## src/rtl/mux_arb_pkg.sv

```systemverilog
// mux_arb_pkg: shared arbiter state encoding and mux select constants
package mux_arb_pkg;
  typedef enum logic [1:0] {IDLE, LOCK0, LOCK1} arb_state_t;
  localparam logic SEL_IN0 = 1'b0;
  localparam logic SEL_IN1 = 1'b1;
endpackage

```

## src/rtl/rr_pick2.sv

```systemverilog
// rr_pick2: combinational two-way round-robin picker
//   req[1:0] in  : request bits, bit0 = in0, bit1 = in1
//   ptr      in  : tie winner, 0 = in0, 1 = in1
//   win[1:0] out : one-hot winner, 0 when nobody requests
module rr_pick2 (
  input  logic [1:0] req,
  input  logic       ptr,
  output logic [1:0] win
);
  assign win = {req[1] & (~req[0] | ptr), req[0] & (~req[1] | ~ptr)};
endmodule

```

## src/rtl/mux2_rr_arbiter.sv

```systemverilog
// mux2_rr_arbiter: round-robin burst arbiter driving a shared 2:1 mux into a one-beat output buffer
//   clk, rst_n                                 : clock, async active-low reset
//   in0_valid/in0_data/in0_last/in0_ready      : requester 0 stream
//   in1_valid/in1_data/in1_last/in1_ready      : requester 1 stream
//   out_valid/out_data/out_last/out_ready      : buffered consumer stream
//   sel                                        : mux select, 0 = in0, 1 = in1
//   grant                                      : one-hot owner, 0 when idle
module mux2_rr_arbiter
  import mux_arb_pkg::*;
#(
  parameter int WIDTH     = 8,
  parameter int MAX_BURST = 4
) (
  input  logic             clk,
  input  logic             rst_n,
  input  logic             in0_valid,
  input  logic [WIDTH-1:0] in0_data,
  input  logic             in0_last,
  output logic             in0_ready,
  input  logic             in1_valid,
  input  logic [WIDTH-1:0] in1_data,
  input  logic             in1_last,
  output logic             in1_ready,
  output logic             out_valid,
  output logic [WIDTH-1:0] out_data,
  output logic             out_last,
  input  logic             out_ready,
  output logic             sel,
  output logic [1:0]       grant
);
  localparam int CW = $clog2(MAX_BURST + 1);
  arb_state_t state;
  logic ptr;
  logic [CW-1:0] count;
  logic [1:0] win;
  logic buf_free, own_valid, own_last, acc, rel;
  logic [WIDTH-1:0] mux_data;
  rr_pick2 u_pick (.req({in1_valid, in0_valid}), .ptr(ptr), .win(win));
  assign buf_free  = !out_valid || out_ready;
  assign in0_ready = grant[0] && buf_free;
  assign in1_ready = grant[1] && buf_free;
  // sel always names the owner while locked, so the owner's signals come through the same mux
  assign mux_data  = sel == SEL_IN1 ? in1_data : in0_data;
  assign own_valid = sel == SEL_IN1 ? in1_valid : in0_valid;
  assign own_last  = sel == SEL_IN1 ? in1_last : in0_last;
  assign acc       = |grant && own_valid && buf_free;
  // count holds beats already taken, so this beat reaching MAX_BURST means count == MAX_BURST-1
  assign rel       = acc && (own_last || count == CW'(MAX_BURST - 1));
  always_ff @(posedge clk or negedge rst_n) begin
    if (!rst_n) begin
      state     <= IDLE;
      ptr       <= 1'b0;
      count     <= '0;
      out_valid <= 1'b0;
      out_data  <= '0;
      out_last  <= 1'b0;
      sel       <= SEL_IN0;
      grant     <= 2'b00;
    end else begin
      if (acc) begin
        out_valid <= 1'b1;
        out_data  <= mux_data;
        out_last  <= own_last;
      end else if (out_ready) begin
        out_valid <= 1'b0;
      end
      if (state == IDLE && win[0]) begin
        state <= LOCK0;
        sel   <= SEL_IN0;
        grant <= 2'b01;
      end else if (state == IDLE && win[1]) begin
        state <= LOCK1;
        sel   <= SEL_IN1;
        grant <= 2'b10;
      end else if (rel) begin
        state <= IDLE;
        grant <= 2'b00;
        count <= '0;
        ptr   <= ~sel;
      end else if (acc) begin
        count <= count + 1'b1;
      end
    end
  end
endmodule

```

## config.mk

```make
export PLATFORM = sky130hd
export DESIGN_NAME = mux2_rr_arbiter
export DESIGN_NICKNAME = d
export VERILOG_FILES = /design/src/rtl/mux_arb_pkg.sv /design/src/rtl/rr_pick2.sv /design/src/rtl/mux2_rr_arbiter.sv
export SDC_FILE = /design/constraint.sdc
export NUM_CORES = 1
export LEC_CHECK = 0
export CELL_PAD_IN_SITES_DETAIL_PLACEMENT = 1
export CELL_PAD_IN_SITES_GLOBAL_PLACEMENT = 1
export CORE_ASPECT_RATIO = 0.9
export CORE_UTILIZATION = 31
export DETAILED_ROUTE_END_ITERATION = 10
export PLACE_DENSITY_LB_ADDON = 0.15
export SLEW_MARGIN = 40
export SYNTH_ARGS = -nofsm -noshare
export SYNTH_HDL_FRONTEND = slang
export SYNTH_HIERARCHICAL = 1
export SYNTH_SLANG_ARGS = --single-unit
```

## constraint.sdc

```tcl
create_clock -name clk -period 1.5 [get_ports clk]
set_input_delay 0.15 -clock clk [delete_from_list [all_inputs] [get_ports clk]]
set_output_delay 0.15 -clock clk [all_outputs]
set_load 0.01 [all_outputs]
```

==> metrics, run 1 <==
DP Wirelength 1540 um; number of synthesized register bits 17; Sink Count 17; post-synth design cell area 888 um^2; beginning of the worst register-to-register path sel$_DFFE_PN0P_; Crit. End Element output port; number of endpoints failing setup at the final stage 0; count of placed standard cells including taps 157; vias per cell 4.52; Pins Over Slew Limit 0; number of DRC markers after the initial detailed-route iteration 13; number of synthesized flops with an enable pin 0; DR DRC count 0; number of stages on the worst setup path 1; main area contributors after synthesis sky130_fd_sc_hd__dfrtp_1 (48%), sky130_fd_sc_hd__mux2i_1 (11%), sky130_fd_sc_hd__a21oi_2 (7.9%), sky130_fd_sc_hd__nor2_2 (5.6%), sky130_fd_sc_hd__mux2_4 (3.4%); final net count 147; worst slew pin tran 0.326 ns; wire length of the first global-routing pass 3260 um; share of flip-flops with an asynchronous set or reset 100%; critical path startpoint category flop; area of the die 3080 um^2; die height 52.8 um; most used standard cell by instance count after synthesis sky130_fd_sc_hd__dfrtp_1; CP max stage delay 0.56 ns; Hold Fails Final Rpt 0; GRT Overall Usage 14.5%; number of unique standard cell types used by synthesis 25; fraction of power spent switching nets 37.1%; register-to-register path setup slack 0.15 ns; number of antenna violations at the first check in global routing 0; CTS Hold Buffers Added 0; max capacitance violation total 0; final antenna diode count 0; area of the multi-input gates 420 um^2; internal power 0.00168 W; data arrival time at the worst-slack endpoint 1.28 ns; main flop type after synthesis sky130_fd_sc_hd__dfrtp_1; part of the total power dissipated in sequential elements 32.6%; number of optimization iterations in the first detailed-route pass 4; summed negative setup slack over all endpoints 0 ns; highest net fanout along the worst path 6; Rows 18; Boundary Pins 38; switching power 0.000995 W; clk slew on worst S/H paths 0.10 ns; Combinational Power Share 58.1%; fraction of final layout cells with drive strength greater than 1 29.8%; cell chain of the critical path clkdlybuf4s50_1; vias in the first global route 727; Sequential Area 429 um^2; initial core utilization 32.6%; share of the synthesized area in the top cell type 47.9%; commonest cells in the synthesized netlist sky130_fd_sc_hd__dfrtp_1 (17), sky130_fd_sc_hd__mux2i_1 (10), sky130_fd_sc_hd__a21oi_2 (8), sky130_fd_sc_hd__nor2_2 (8), sky130_fd_sc_hd__inv_1 (4); clock tree from TritonCTS done; maximum achievable frequency 699 MHz; kind of critical path flop to output port; gate family responsible for the most delay along the worst path buffers and inverters; Final Instance Count excl. Fillers 161; required time at the worst-slack endpoint 1.35 ns; I/O Buffers 37; clk_skew 0.00796 ns; post-layout worst setup margin 0.0697 ns; static power due to leakage 0.595 nW; Slowest cell on crit path sky130_fd_sc_hd__clkdlybuf4s50_1; synthesized area divided by synthesized cell count 11.8 um^2; yosys warns 6; top cell type by total area after synthesis sky130_fd_sc_hd__dfrtp_1; critical path launch point state[0]$_DFFE_PN0P_; placer's final routability congestion estimate 0.672; CTS HTree Levels 1; Worst Setup Slack post-DPL -0.0492 ns; combined buffer and inverter count along the critical path 1; maximum VDD drop 0.640 mV; pin count of the biggest net entering global routing 18; die width 58.4 um; remaining max-slew budget at the tightest pin 78.1%; total core area 2730 um^2; via count 727; path class of the lowest-slack min-delay path primary input to asynchronous set/reset pin; Syn Inst Count 75; number of nets in the synthesized netlist 100; Num CTS Buffers 3; clock network power share 9.4%; run status finished clean; area growth from synthesis to layout 56.9%; total of fill cells in the finished design 302; number of cell instances on the worst register-to-register path 3; power per cell area 1920 nW/um^2; clk_lat worst skew 0.29 ns; clock root buffer master sky130_fd_sc_hd__clkbuf_4; final clock period utilization by the worst path 95.4%; Antenna Nets Post-Route 0; overflow left after global routing 0; WL per Instance 12.1 um; sequential-to-total area share from yosys stat 47.9%; minimum clock period after layout 1.43 ns; number of buffers on the longest clock path 2; Crit Reg-Reg Endpoint out_last$_DFFE_PN0P_; setup repair after global routing missed its margin false; Total Routed Length 1950 um; Critical Path End grant[0]
-- worst min path at each step --
stage                            to  slack, ns
2_1_floorplan  count[0]$_DFFE_PN0P_      -0.15
3_3_place_gp   count[0]$_DFFE_PN0P_       0.47
3_5_place_dp   out_last$_DFFE_PN0P_       0.50
4_1_cts        out_last$_DFFE_PN0P_       0.18
5_1_grt        count[2]$_DFFE_PN0P_       0.21
6_report       out_last$_DFFE_PN0P_       0.18
-- metrics by stage --
stage,hold WS [ns],power (W),area (um^2),utilization (%)
floorplan,-0.146,0.00174,888,-
global placement,0.468,0.00242,1370,50.1
detailed placement,0.501,0.00248,1370,50.1
CTS,0.184,0.00272,1390,51.1
global route,0.209,0.00290,1390,51.1
finish,0.175,0.00268,1390,51.1
-- per-layer routing --
layer / track usage (%) / up-vias / share of wire [%]
met5: 0 / - / 0
met4: 7.14 / 0 / 1.3
met3: 3.95 / 4 / 7.2
met2: 23.2 / 29 / 46
met1: 17.9 / 343 / 45
li1: - / 351 / -
-- final cells by class --
type / instances / share of cell area [%]
tap: 40 / 3.59
timing repair buffer: 45 / 32.5
inverter: 4 / 1.08
clock buffer: 4 / 1.89
sequential: 17 / 30.8
multi-input combinational: 51 / 30.2
-- cell usage in the layout (no fill, tap or decap), drive strengths merged, types with 2 or more instances in the layout --
cell           count
a21boi             2
a21oi             10
and2               2
buf                8
clkbuf             4
clkdlybuf4s50     35
dfrtp             17
dlygate4sd2        2
ha                 2
inv                4
mux2               3
mux2i             10
nand2              3
nor2              10
o21ai              3
-- power by group through the flow --
| stage | logic [W] | registers (W) | clock network (W) |
|---|---|---|---|
| after floorplan | 0.000814 | 0.000931 | 0 |
| after global placement | 0.00156 | 0.000865 | 0 |
| after detailed placement | 0.00160 | 0.000880 | 0 |
| after CTS | 0.00159 | 0.000873 | 0.000264 |
| after global routing | 0.00170 | 0.000914 | 0.000285 |
| final | 0.00156 | 0.000872 | 0.000251 |
-- what timing repair did --
action	CTS	global route
setup buffers	0	0
gates resized for setup	3	2
pin swaps	0	0
setup endpoints to repair	3	2
-- registers in the layout, indices dropped and copies added (netlist names) --
register / flops
out_valid: 1
out_last: 1
ptr: 1
sel: 1
state: 2
out_data: 8
count: 3
-- logic make-up (layout without fill, tap and decap cells) --
family / after synthesis / after routing / synth area share (%)
AOI/OAI and AO/OA: 19 / 19 / 18.2
DFF: 17 / 17 / 47.9
and+or+nand+nor: 17 / 17 / 10.4
muxes: 13 / 13 / 15.9
buffers and inverters: 7 / 53 / 4.79
adders and majority gates: 2 / 2 / 2.82
No activity file was read; power rests on OpenSTA's default activity.
==> inputs of run 2 (changes only) <==
==> constraint.sdc (replaced) <==
create_clock -name clk -period 1.5 [get_ports clk]
set_input_delay 0.3 -clock clk [delete_from_list [all_inputs] [get_ports clk]]
set_output_delay 0.3 -clock clk [all_outputs]
set_load 0.01 [all_outputs]
==> run 2 against run 1 <==
Net effect:
- sequential share of layout area decreased by 0.67 points
- global-route usage is 0.86 points higher
- total power decreased by 0.67%
- utilization up 0.83 points
- sequential power fell by 3.1%
- clock-buffer cell count is 1 lower
- final cell count up 1.9%
- largest cell class unchanged
- largest power group unchanged
==> metrics, run 2 (same netlist as run 1, synthesis figures left out) <==
number of optimization iterations in the first detailed-route pass 3 (-1); CTS Hold Buffers Added 0 (unchanged); path class of the lowest-slack min-delay path primary input to asynchronous set/reset pin; max capacitance violation total 0 (unchanged); Num CTS Buffers 3 (unchanged); CTS HTree Levels 1 (unchanged); number of antenna violations at the first check in global routing 0 (unchanged); wire length of the first global-routing pass 3390 um (+4.0%); clock root buffer master sky130_fd_sc_hd__clkbuf_4; GRT Overall Usage 15.3% (+0.86 points); flip-flop count of the largest register, all copies and words added 8 (unchanged); overflow left after global routing 0 (unchanged); number of endpoints failing setup at the final stage 0 (unchanged); Slowest cell on crit path sky130_fd_sc_hd__clkdlybuf4s50_1; commonest cells after routing, fill and taps aside sky130_fd_sc_hd__clkdlybuf4s50_1 (22), sky130_fd_sc_hd__dfrtp_1 (16), sky130_fd_sc_hd__dlygate4sd2_1 (13), sky130_fd_sc_hd__mux2i_1 (10); cell chain of the critical path clkdlybuf4s50_1, nand2b_4, and2_1, buf_2; pin count of the biggest net entering global routing 18 (unchanged); critical path startpoint category primary input; leading cell type in the layout, fill and taps excluded sky130_fd_sc_hd__clkdlybuf4s50_1; largest registers out_data: 8 flops, count: 3 flops, state: 2 flops; maximum achievable frequency 702 MHz (+0.45%); die height 52.8 um (unchanged); required time at the worst-slack endpoint 1.20 ns (-0.15 ns); number of DRC markers after the initial detailed-route iteration 15 (+2); clock tree from TritonCTS done; area of the die 3080 um^2 (unchanged); CP max stage delay 0.40 ns (-0.16 ns); clk_lat worst skew 0.29 ns (about the same); Hold Fails Final Rpt 0 (unchanged); Total Routed Length 2040 um (+4.4%); summed negative setup slack over all endpoints 0 ns (unchanged); static power due to leakage 0.635 nW (+6.6%); post-layout worst setup margin 0.0761 ns (+0.00638 ns); Antenna Nets Post-Route 0 (unchanged); area of the multi-input gates 428 um^2 (+1.8%); final core utilization 52.0% (+0.83 points); highest net fanout along the worst path 4 (-2); final antenna diode count 0 (unchanged); fraction of final layout cells with drive strength greater than 1 33.1% (+3.3 points); Crit Reg-Reg Endpoint out_last$_DFFE_PN0P_; gate family responsible for the most delay along the worst path buffers and inverters; Boundary Pins 38 (unchanged); Rows 18 (unchanged); WL per Instance 12.4 um (+2.4%); register-to-register path setup slack 0.11 ns (-0.04 ns); Pins Over Slew Limit 0 (unchanged); clk slew on worst S/H paths 0.11 ns (about the same); maximum VDD drop 0.608 mV (-4.9%); beginning of the worst register-to-register path sel$_DFFE_PN0P_; initial core utilization 32.6% (unchanged); total core area 2730 um^2 (unchanged); Sequential Area 427 um^2 (-0.58%); number of buffers on the longest clock path 2 (unchanged); top register by number of flip-flops out_data; DR DRC count 0 (unchanged); remaining max-slew budget at the tightest pin 74.6% (-3.5 points); critical path launch point out_ready; final net count 150 (+2.0%); power per cell area 1880 nW/um^2 (-2.2%); minimum clock period after layout 1.42 ns (-0.00638 ns); placer's final routability congestion estimate 0.670 (-0.30%); Crit. End Element output port; vias in the first global route 733 (+0.83%); Sink Count 17 (unchanged); DP Wirelength 1530 um (-0.36%); area growth from synthesis to layout 59.4%; via count 746 (+2.6%); I/O Buffers 37 (unchanged); setup repair after global routing missed its margin false; vias per cell 4.55 (+0.74%); kind of critical path primary input to output port; data arrival time at the worst-slack endpoint 1.12 ns (-0.16 ns); total of fill cells in the finished design 304 (+0.66%); die width 58.4 um (unchanged); clk_skew 0.00869 ns (+0.000730 ns); final clock period utilization by the worst path 94.9% (-0.43 points); worst slew pin tran 0.378 ns (+0.0520 ns); combined buffer and inverter count along the critical path 2 (+1); number of cell instances on the worst register-to-register path 3 (unchanged); Worst Setup Slack post-DPL -0.364 ns (-0.315 ns); run status finished clean
run 2: final cells by class:
cell class	count	share of cell area [%]
Tap cell	40	3.53
Multi-Input combinational cell	51	30.2
Sequential cell	17	30.1
Clock inverter	1	0.353
Timing Repair Buffer	48	33.1
Clock buffer	3	1.59
Inverter	4	1.06
run 2: where the power goes:
part	internal (W)	leakage, nW	switching [W]	total (W)
sequential	0.000686	0.197	0.000159	0.000845
clock	0.0000992	0.0177	0.000147	0.000246
combinational	0.000848	0.420	0.000721	0.00157
run 2: through the flow:
step	cell area [um^2]	power [W]	hold WS [ns]	std cells
2_1_floorplan	888	0.00174	0.00441	75
3_3_place_gp	1370	0.00242	0.469	157
3_5_place_dp	1370	0.00248	0.496	157
4_1_cts	1400	0.00266	0.324	164
5_1_grt	1420	0.00288	0.354	164
6_report	1420	0.00266	0.327	164
run 2: worst max path at each step:
stage / to / cells after the start
5_1_grt: out_last$_DFFE_PN0P_ / 3
3_5_place_dp: in0_ready / 4
4_1_cts: out_last$_DFFE_PN0P_ / 4
3_3_place_gp: in1_ready / 4
6_report: in0_ready / 4
2_1_floorplan: out_last$_DFFE_PN0P_ / 3
run 2: timing repair:
item | CTS | global route
cloned | 0 | 1
setup endpoints to repair | 14 | 4
setup buffers | 3 | 0
gates resized for setup | 23 | 0
run 2: per-layer routing:
layer | GRT usage [%] | share of wire, % | vias up
li1 | - | - | 359
met1 | 18.9 | 45 | 358
met2 | 24.9 | 47 | 27
met3 | 3.46 | 7.1 | 2
met4 | 8.33 | 0.69 | 0
met5 | 0 | 0 | -
